[src/rtl/led_page_ctrl.sv]
// -----------------------------------------------------------------------------
// led_page_ctrl
//
// Upstream feeder for the board LED byte-display stage of the R/I CPU.
// Holds the last captured CPU result word and its overflow/zero flags, and
// produces the page select for the LED mux. Pages 0-3 show one result byte
// each and page 4 shows the flags. The page advances on a debounced
// push-button press or, when enabled, on a free-running auto-scan timer.
//
// Parameters
//   DB_W        width of the debounce counter
//   DB_CYCLES   stable cycles before a new button level is accepted
//               (2 <= DB_CYCLES < 2**DB_W)
//   SCAN_W      width of the auto-scan counter
//   SCAN_CYCLES cycles per page in auto-scan mode
//               (2 <= SCAN_CYCLES < 2**SCAN_W)
//
// Ports
//   clk        system clock, all logic rising-edge
//   rst_n      synchronous active-low reset, highest priority
//   res        CPU result word
//   of_in      CPU overflow flag
//   zf_in      CPU zero flag
//   res_valid  capture strobe for res/of_in/zf_in
//   hold       1 = freeze the display register, ignore res_valid
//   btn        raw asynchronous active-high page-step button
//   auto_en    1 = automatic page scan enabled
//   sel_clr    synchronous force of the page select to 0
//   dina       held result word
//   ofa        held overflow flag
//   zfa        held zero flag
//   sela       page select, only 0-4 are ever driven
// -----------------------------------------------------------------------------
module led_page_ctrl #(
  parameter int DB_W        = 20,
  parameter int DB_CYCLES   = 1000000,
  parameter int SCAN_W      = 26,
  parameter int SCAN_CYCLES = 50000000
) (
  input  logic        clk,
  input  logic        rst_n,
  input  logic [31:0] res,
  input  logic        of_in,
  input  logic        zf_in,
  input  logic        res_valid,
  input  logic        hold,
  input  logic        btn,
  input  logic        auto_en,
  input  logic        sel_clr,
  output logic [31:0] dina,
  output logic        ofa,
  output logic        zfa,
  output logic [2:0]  sela
);

  // Page encoding seen by the LED mux. Codes 5-7 are never produced.
  typedef enum logic [2:0] {
    PG_B0    = 3'd0,
    PG_B1    = 3'd1,
    PG_B2    = 3'd2,
    PG_B3    = 3'd3,
    PG_FLAGS = 3'd4
  } page_t;

  localparam logic [DB_W-1:0]   DB_LAST   = DB_W'(DB_CYCLES - 1);
  localparam logic [SCAN_W-1:0] SCAN_LAST = SCAN_W'(SCAN_CYCLES - 1);

  // ---------------------------------------------------------------------------
  // Display holding register
  // ---------------------------------------------------------------------------
  // NOTE: every register here takes a reset value; there is no memory array,
  // so nothing is left to power up in an unknown state after rst_n.
  always_ff @(posedge clk) begin
    if (!rst_n) begin
      dina <= 32'd0;
      ofa  <= 1'b0;
      zfa  <= 1'b0;
    end else if (res_valid && !hold) begin
      // NOTE: sequential state uses <= so every flop samples pre-edge values
      // regardless of statement order; = here would create ordering races.
      dina <= res;
      ofa  <= of_in;
      zfa  <= zf_in;
    end
  end

  // ---------------------------------------------------------------------------
  // Button synchroniser: btn -> s1 -> btn_s
  // ---------------------------------------------------------------------------
  logic s1;
  logic btn_s;

  always_ff @(posedge clk) begin
    if (!rst_n) begin
      s1    <= 1'b0;
      btn_s <= 1'b0;
    end else begin
      s1    <= btn;
      btn_s <= s1;
    end
  end

  // ---------------------------------------------------------------------------
  // Debouncer
  // btn_db follows btn_s only after btn_s has differed from it for DB_CYCLES
  // consecutive cycles. Any return to the current level restarts the count,
  // so short glitches never reach btn_db.
  // ---------------------------------------------------------------------------
  logic [DB_W-1:0] db_cnt;
  logic [DB_W-1:0] db_cnt_d;
  logic            btn_db;
  logic            btn_db_d;
  logic            btn_db_q;
  logic            press;

  always_comb begin
    // NOTE: defaults first so every path assigns every output; a missing
    // branch would otherwise infer a latch.
    db_cnt_d = '0;
    btn_db_d = btn_db;
    if (btn_s != btn_db) begin
      if (db_cnt == DB_LAST) begin
        btn_db_d = btn_s;
      end else begin
        db_cnt_d = db_cnt + 1'b1;
      end
    end
  end

  always_ff @(posedge clk) begin
    if (!rst_n) begin
      db_cnt   <= '0;
      btn_db   <= 1'b0;
      btn_db_q <= 1'b0;
    end else begin
      db_cnt   <= db_cnt_d;
      btn_db   <= btn_db_d;
      btn_db_q <= btn_db;
    end
  end

  // One-cycle pulse on the debounced rising edge; release never steps.
  assign press = btn_db && !btn_db_q;

  // ---------------------------------------------------------------------------
  // Auto-scan timer
  // Held at 0 while disabled, so re-enabling always starts a full period.
  // A manual press or sel_clr also restarts the period.
  // ---------------------------------------------------------------------------
  logic [SCAN_W-1:0] scan_cnt;
  logic [SCAN_W-1:0] scan_cnt_d;
  logic              tick;

  assign tick = auto_en && (scan_cnt == SCAN_LAST);

  always_comb begin
    scan_cnt_d = scan_cnt + 1'b1;
    if (sel_clr || !auto_en || press || tick) begin
      scan_cnt_d = '0;
    end
  end

  always_ff @(posedge clk) begin
    if (!rst_n) begin
      scan_cnt <= '0;
    end else begin
      scan_cnt <= scan_cnt_d;
    end
  end

  // ---------------------------------------------------------------------------
  // Page select: state register plus next-state logic.
  // sel_clr wins; otherwise press and tick are OR-ed so a coincident pair
  // still advances by exactly one page.
  // ---------------------------------------------------------------------------
  page_t page_q;
  page_t page_d;

  always_comb begin
    page_d = page_q;
    if (sel_clr) begin
      page_d = PG_B0;
    end else if (press || tick) begin
      case (page_q)
        PG_B0:   page_d = PG_B1;
        PG_B1:   page_d = PG_B2;
        PG_B2:   page_d = PG_B3;
        PG_B3:   page_d = PG_FLAGS;
        default: page_d = PG_B0;
      endcase
    end
  end

  always_ff @(posedge clk) begin
    if (!rst_n) begin
      page_q <= PG_B0;
    end else begin
      page_q <= page_d;
    end
  end

  assign sela = page_q;

endmodule

[config.mk]
export PLATFORM = sky130hd
export DESIGN_NAME = led_page_ctrl
export DESIGN_NICKNAME = d
export VERILOG_FILES = /design/src/rtl/led_page_ctrl.sv
export SDC_FILE = /design/constraint.sdc
export NUM_CORES = 1
export LEC_CHECK = 0
export CAP_MARGIN = 10
export CORE_MARGIN = 1.5
export CORE_UTILIZATION = 40
export DETAILED_ROUTE_END_ITERATION = 16
export GPL_TIMING_DRIVEN = 1
export PLACE_DENSITY = 0.78
export SLEW_MARGIN = 20
export SYNTH_ARGS = -nofsm -noshare
export SYNTH_HDL_FRONTEND = slang
export SYNTH_SLANG_ARGS = --single-unit
[constraint.sdc]
create_clock -name clk -period 1.9 [get_ports clk]
set_input_delay 0.38 -clock clk [delete_from_list [all_inputs] [get_ports clk]]
set_output_delay 0.38 -clock clk [all_outputs]
set_load 0.01 [all_outputs]
==> results of run 1 <==
## area by class of cell
| type | count | area [sq um] |
|---|---|---|
| Fill cell | 782 | 3842 |
| Inverter | 8 | 30.03 |
| Timing Repair Buffer | 97 | 962.2 |
| Multi-Input combinational cell | 316 | 1742 |
| Clock buffer | 11 | 141.4 |
| Tap cell | 108 | 135.1 |
| Clock inverter | 5 | 81.33 |
| Sequential cell | 87 | 1744 |
## synthesized netlist by cell type, drive strengths merged
master | n | area [sq um]
nand4b | 1 | 8.760
nand4 | 11 | 83.83
xnor2 | 10 | 87.58
nor3b | 1 | 7.510
o31ai | 4 | 30.03
dfxtp | 87 | 1742
nand3 | 16 | 80.08
a21o | 1 | 7.510
ha | 2 | 25.02
clkbuf | 16 | 60.06
nor3 | 4 | 20.02
or4 | 6 | 45.04
and4 | 8 | 70.07
o211ai | 1 | 7.510
nand2 | 87 | 326.6
a21boi | 1 | 7.510
clkinv | 1 | 3.750
and2 | 4 | 25.02
nand3b | 1 | 7.510
nor4b | 2 | 17.52
a21oi | 56 | 280.3
xor2 | 13 | 113.9
mux2i | 2 | 20.02
or3 | 16 | 100.1
inv | 7 | 26.28
nor4 | 4 | 25.02
nor2 | 29 | 108.9
a31oi | 1 | 6.260
buf | 2 | 8.750
nor2b | 2 | 12.51
nor4bb | 4 | 40.04
nand2b | 5 | 31.28
and3 | 8 | 50.05
o21ai | 16 | 80.08
## report_power, final
group | switching, mW | internal, mW
clock | 0.645 | 0.778
combinational | 0.115 | 0.168
sequential | 0.0177 | 1.86
## state kept, by name (all words and copies together) (netlist names)
| name | cells |
|---|---|
| scan_cnt | 26 |
| btn_s | 1 |
| btn_db_q | 1 |
| zfa | 1 |
| ofa | 1 |
| sela | 3 |
| btn_db | 1 |
| dina | 32 |
| s1 | 1 |
| db_cnt | 20 |
## repair_timing
action                                 in CTS  in global routing
setup endpoints to repair                   0                 10
endpoints found under the hold margin       0                  0
resized for setup                           0                  7
buffers inserted                            0                  1
hold buffers                                0                  0
## stage by stage
step	cells	utilization	total power [mW]	hold WS (ns)
6_report	632	0.5572	3.582	0.4182
4_1_cts	631	0.5541	3.629	0.4418
2_1_floorplan	429	-	2.015	0.4118
3_5_place_dp	615	0.5284	2.203	0.4229
5_1_grt	632	0.5572	3.725	0.4489
3_3_place_gp	615	0.5284	2.198	0.4194
## cell families (layout without fill, tap and decap cells)
kind of cell,count (synthesis),count (layout)
buffers and inverters,26,121
AOI/OAI and AO/OA,80,80
muxes,2,2
and+or+nand+nor,209,209
xor gates and xnor gates,23,23
adders and majority gates,2,2
DFF,87,87
## path summary, 6_finish.rpt
kind | startpoint | to | slack (ns)
worst max-delay path | db_cnt[4] | db_cnt[17] | 0.10
worst min-delay path | db_cnt[0] | db_cnt[0] | 0.42
worst max register to register | db_cnt[4] | db_cnt[17] | 0.10
worst min register to register | db_cnt[0] | db_cnt[0] | 0.42
## per-layer routing
metal | track usage | routed length (microns) | vias to the layer above
met5 | 0 | 0 | -
met4 | 0.06374 | 59 | 0
met3 | 0.06115 | 617 | 5
met2 | 0.2965 | 3955 | 87
met1 | 0.2033 | 3448 | 1511
li1 | - | - | 1670
==> metrics.yaml, run 1 <==
status:
  status: "completed"
clocking:
  clk_pin_slew_worst_paths_ns: 0.09
  clkLatencyLatePin_ns: 0.34
  clk_root_buffer_cell: "sky130_fd_sc_hd__clkbuf_8"
  cts_inserted_buffers: 9
  cts-htree-levels: 3
  max_root_sink_buffers: 2
  tritoncts_num_sinks: 87
  tritoncts: "done"
yosys:
  synth_simple_gate_area_frac: 0.2972
  post_synth_inst_count: 429
  synth_compound_gate_area_share: 0.1175
  post_synth_instance_area_sq_um: 3566
  synth.yosys.warnings: 0
  synth_seq_area_share: 0.4884
  synth_xor_area_frac: 0.05649
  synth_seq_cells: 87
  synth.area.mux_share: 0.005614
  synth_adder_area_share: 0.007018
  syn-mean-instance-area_sq_um: 8.312
  synth_top_family_by_area: "simple AND/OR/NAND/NOR gates"
  yosysUniqueCellTypes: 36
  postSynthNetCount: 472
global_route:
  grt_antenna_before_repair: 0
  grt_pass1_wl_mm: 13.86
  grt_util_all_layers: 0.1748
  grt_overflow: 0
  via_count_of_the_first_global_routing_pass: 3176
  grt_start_max_net_pins: 36
critical_path:
  required_ns: 2.17
  critical_path.top_delay_family: "simple AND/OR/NAND/NOR gates"
  crit_path_max_fanout: 6
  worstPathCellList: "nand4_4 -> or4_1 -> or3_1 -> a21oi_1"
  slowest_delay_ns: 0.63
  number_of_cells_traversed_by_the_worst_register_to_register_path: 4
  number_of_stages_on_the_worst_setup_path: 4
  critical_path.endpoint_type: "flop"
  timing.critical_path.arrival_ns: 2.07
  start_kind: "flop"
  worst_path_max_delay_cell: "sky130_fd_sc_hd__or4_1"
  crit_path_category: "flop to flop"
  critical_path_buf_inv_count: 0
sta:
  postLayoutSetupSlackWorst_ns: 0.1007
  setup_viol: 0
  drv_slew: 0
  timing.max_slew.rel_slack: 0.7036
  setup_tns_ns: 0
  period_needed_ns: 1.799
  worst_pin_slew_ns: 0.4406
  achievable-frequency_mhz: 555.8
  min_period_over_period: 0.9470
  skew_ns: 0.01145
  hold_violations: 0
finish:
  finalInstanceArea_sq_um: 4836
  n_antenna_cell: 0
  layout.cells.most_common: "sky130_fd_sc_hd__nand2_1"
  post_route_cells_drive_above_1_share: 0.08206
  final_cell_mix: "87 x sky130_fd_sc_hd__nand2_1, 85 x sky130_fd_sc_hd__dfxtp_1, 77 x sky130_fd_sc_hd__clkdlybuf4s50_1"
  area.growth.synth_to_final_pct: 35.61
  design.final.nets: 562
pwr:
  worst_ir_drop_vdd_uv: 390.1
  p_leak_nw: 1.638
  power_per_cell_area_nw_per_um2: 740.8
floorplanning:
  die-width_microns: 97.42
  rows: 34
  initial_utilization: 0.4109
  pin_count: 78
  design.die.area_sq_um: 9491
  placeableCoreArea_sq_um: 8678
  fp.dieH_microns: 97.42
drt:
  drt-pass1-iter-count: 4
  num_vias: 3273
  drcViolationCount: 0
  drt-vias-per-instance: 5.179
  detailedRoute.firstIterationViolations: 147
  drt-total-wl_mm: 8.081
  antenna_left: 0
  post_drt_wl_per_cell_microns: 12.79
placed_design:
  dpl_cell_area_sq_um: 4586
  place_ws_ns: 0.05929
  place_hpwl_mm: 5.834
  finalWeightedCongestion: 0.8350
  place.port_buffers: 77
run:
  maxCapViolations: 0
min_path:
  min_path_cells: 1
  hold_path.class: "flop to flop"
(Power assumes the default switching activity.)
==> run 2, diff against run 1 <==
--- a/config.mk
+++ b/config.mk
@@ -6,10 +6,8 @@
 export NUM_CORES = 1
 export LEC_CHECK = 0
 export CAP_MARGIN = 10
-export CORE_MARGIN = 1.5
 export CORE_UTILIZATION = 40
 export DETAILED_ROUTE_END_ITERATION = 16
-export GPL_TIMING_DRIVEN = 1
 export PLACE_DENSITY = 0.78
 export SLEW_MARGIN = 20
 export SYNTH_ARGS = -nofsm -noshare
==> metrics.yaml, run 2 (same netlist as run 1, synthesis figures left out) <==
status:
  status: "completed"
finish:
  largest_registers: "dina: 32 flops, scan_cnt: 26 flops, db_cnt: 20 flops"
  largest_register_ff_count: 32  # unchanged
  largest_register: "dina"
  design.final.nets: 566  # +0.71%
  final_cell_mix: "87 x sky130_fd_sc_hd__nand2_1, 87 x sky130_fd_sc_hd__dfxtp_1, 77 x sky130_fd_sc_hd__clkdlybuf4s50_1"
  area.growth.synth_to_final_pct: 35.47
  n_antenna_cell: 0  # unchanged
  post_route_cells_drive_above_1_share: 0.07955  # -0.002516
  finalInstanceArea_sq_um: 4831  # -0.10%
floorplanning:
  rows: 34  # unchanged
  design.die.area_sq_um: 9297  # -2.0%
  die-width_microns: 96.42  # -1.0%
  fp.dieH_microns: 96.42  # -1.0%
  initial_utilization: 0.4109  # unchanged
  pin_count: 78  # unchanged
  placeableCoreArea_sq_um: 8678  # unchanged
sta:
  min_period_over_period: 0.9519  # +0.004922
  drv_slew: 0  # unchanged
  timing.max_slew.rel_slack: 0.7440  # +0.04031
  skew_ns: 0.007473  # -0.003973 ns
  hold_violations: 0  # unchanged
  setup_viol: 0  # unchanged
  achievable-frequency_mhz: 552.9  # -0.52%
  holdWs_ns: 0.4299  # +0.01170 ns
  period_needed_ns: 1.809  # +0.009353 ns
  grt_setup_unrepaired: "false"
  worst_pin_slew_ns: 0.3807  # -0.05992 ns
  setup_tns_ns: 0  # unchanged
global_route:
  grt_overflow: 0  # unchanged
  met3_usage: 0.05556  # -0.005596
  via_count_of_the_first_global_routing_pass: 3096  # -2.5%
  global_route.usage.met1: 0.2054  # +0.002154
  grt_antenna_before_repair: 0  # unchanged
  grt_use_met2: 0.3109  # +0.01440
  grt_util_all_layers: 0.1818  # +0.007035
  grt_start_max_net_pins: 36  # unchanged
  grt.busiest_layer: "met2"
  grt_pass1_wl_mm: 13.26  # -4.3%
drt:
  drt-total-wl_mm: 8.067  # -0.17%
  post_drt_wl_per_cell_microns: 12.68  # -0.80%
  antenna_left: 0  # unchanged
  detailedRoute.firstIterationViolations: 113  # -23%
  drt-vias-per-instance: 5.223  # +0.86%
  drt-pass1-iter-count: 5  # +1
  num_vias: 3322  # +1.5%
  drcViolationCount: 0  # unchanged
clocking:
  tritoncts: "done"
  tritoncts_num_sinks: 87  # unchanged
  cts-htree-levels: 3  # unchanged
  clk_root_buffer_cell: "sky130_fd_sc_hd__clkbuf_8"
  clk_pin_slew_worst_paths_ns: 0.08  # about the same
  max_root_sink_buffers: 2  # unchanged
  cts_hold_buffers: 0  # unchanged
  cts_inserted_buffers: 9  # unchanged
  clkLatencyLatePin_ns: 0.35  # about the same
placed_design:
  finalWeightedCongestion: 0.8271  # -0.95%
  place.port_buffers: 77  # unchanged
  dpl_cell_area_sq_um: 4576  # -0.22%
  place_hpwl_mm: 5.809  # -0.44%
critical_path:
  required_ns: 2.18  # about the same
  critical_path.endpoint_type: "flop"
  start_kind: "flop"
  crit_path_category: "flop to flop"
  timing.critical_path.arrival_ns: 2.08  # about the same
  crit_path_max_fanout: 6  # unchanged
pwr:
  p_leak_nw: 1.658  # +1.2%
  power_per_cell_area_nw_per_um2: 742.5  # +0.24%
  worst_ir_drop_vdd_uv: 444.3  # +14%
min_path:
  hold_path.class: "flop to flop"
run:
  maxCapViolations: 0  # unchanged
-- run 2: metrics by stage --
stage               utilization  cells  power [mW]  setup WS [ns]
floorplan                     -    429       2.015        0.07240
global placement         0.5272    617       2.194        0.08979
detailed placement       0.5272    617       2.200        0.03369
CTS                      0.5531    633       3.638        0.01765
global route             0.5567    636       3.734       0.003213
finish                   0.5567    636       3.587        0.09133
-- run 2: worst max-delay path: stages (launching register included) --
cell and delay (ns):
sky130_fd_sc_hd__dfxtp_1 0.38, sky130_fd_sc_hd__ha_1 0.21, sky130_fd_sc_hd__nand2_1 0.09, sky130_fd_sc_hd__or4_4 0.57, sky130_fd_sc_hd__or3_1 0.36, sky130_fd_sc_hd__a21oi_1 0.15
-- run 2: what timing repair did --
action | CTS | global route
setup buffers | 0 | 2
endpoints found under the setup margin | 0 | 10
gates resized for setup | 0 | 3
-- run 2: path summary, 6_finish.rpt --
path	from	endpoint	slack, ns	cells past startpoint
max reg2reg	db_cnt[0]	db_cnt[18]	0.09	5
min reg2reg	s1	btn_s	0.43	1
min	s1	btn_s	0.43	1
max	db_cnt[0]	db_cnt[18]	0.09	5
-- run 2: area by class of cell --
| class | count | area, sq um |
|---|---|---|
| sequential | 87 | 1742 |
| timing repair buffer | 101 | 964.7 |
| inverter | 8 | 30.03 |
| tap | 108 | 135.1 |
| fill | 790 | 3847 |
| clock inverter | 3 | 65.06 |
| multi-input combinational | 316 | 1735 |
| clock buffer | 13 | 158.9 |
-- run 2: where the power goes --
| part | switching (mW) | internal (mW) |
|---|---|---|
| Sequential | 0.0180 | 1.86 |
| Clock | 0.619 | 0.813 |
| Combinational | 0.115 | 0.165 |
| Total | 0.752 | 2.84 |
-- run 2: per-layer routing --
| metal | wire (microns) | vias to the layer above | share of wire |
|---|---|---|---|
| met2 | 3851 | 80 | 0.48 |
| met5 | 0 | - | 0 |
| li1 | - | 1677 | - |
| met1 | 3591 | 1558 | 0.45 |
| met4 | 88 | 0 | 0.011 |
| met3 | 536 | 7 | 0.066 |
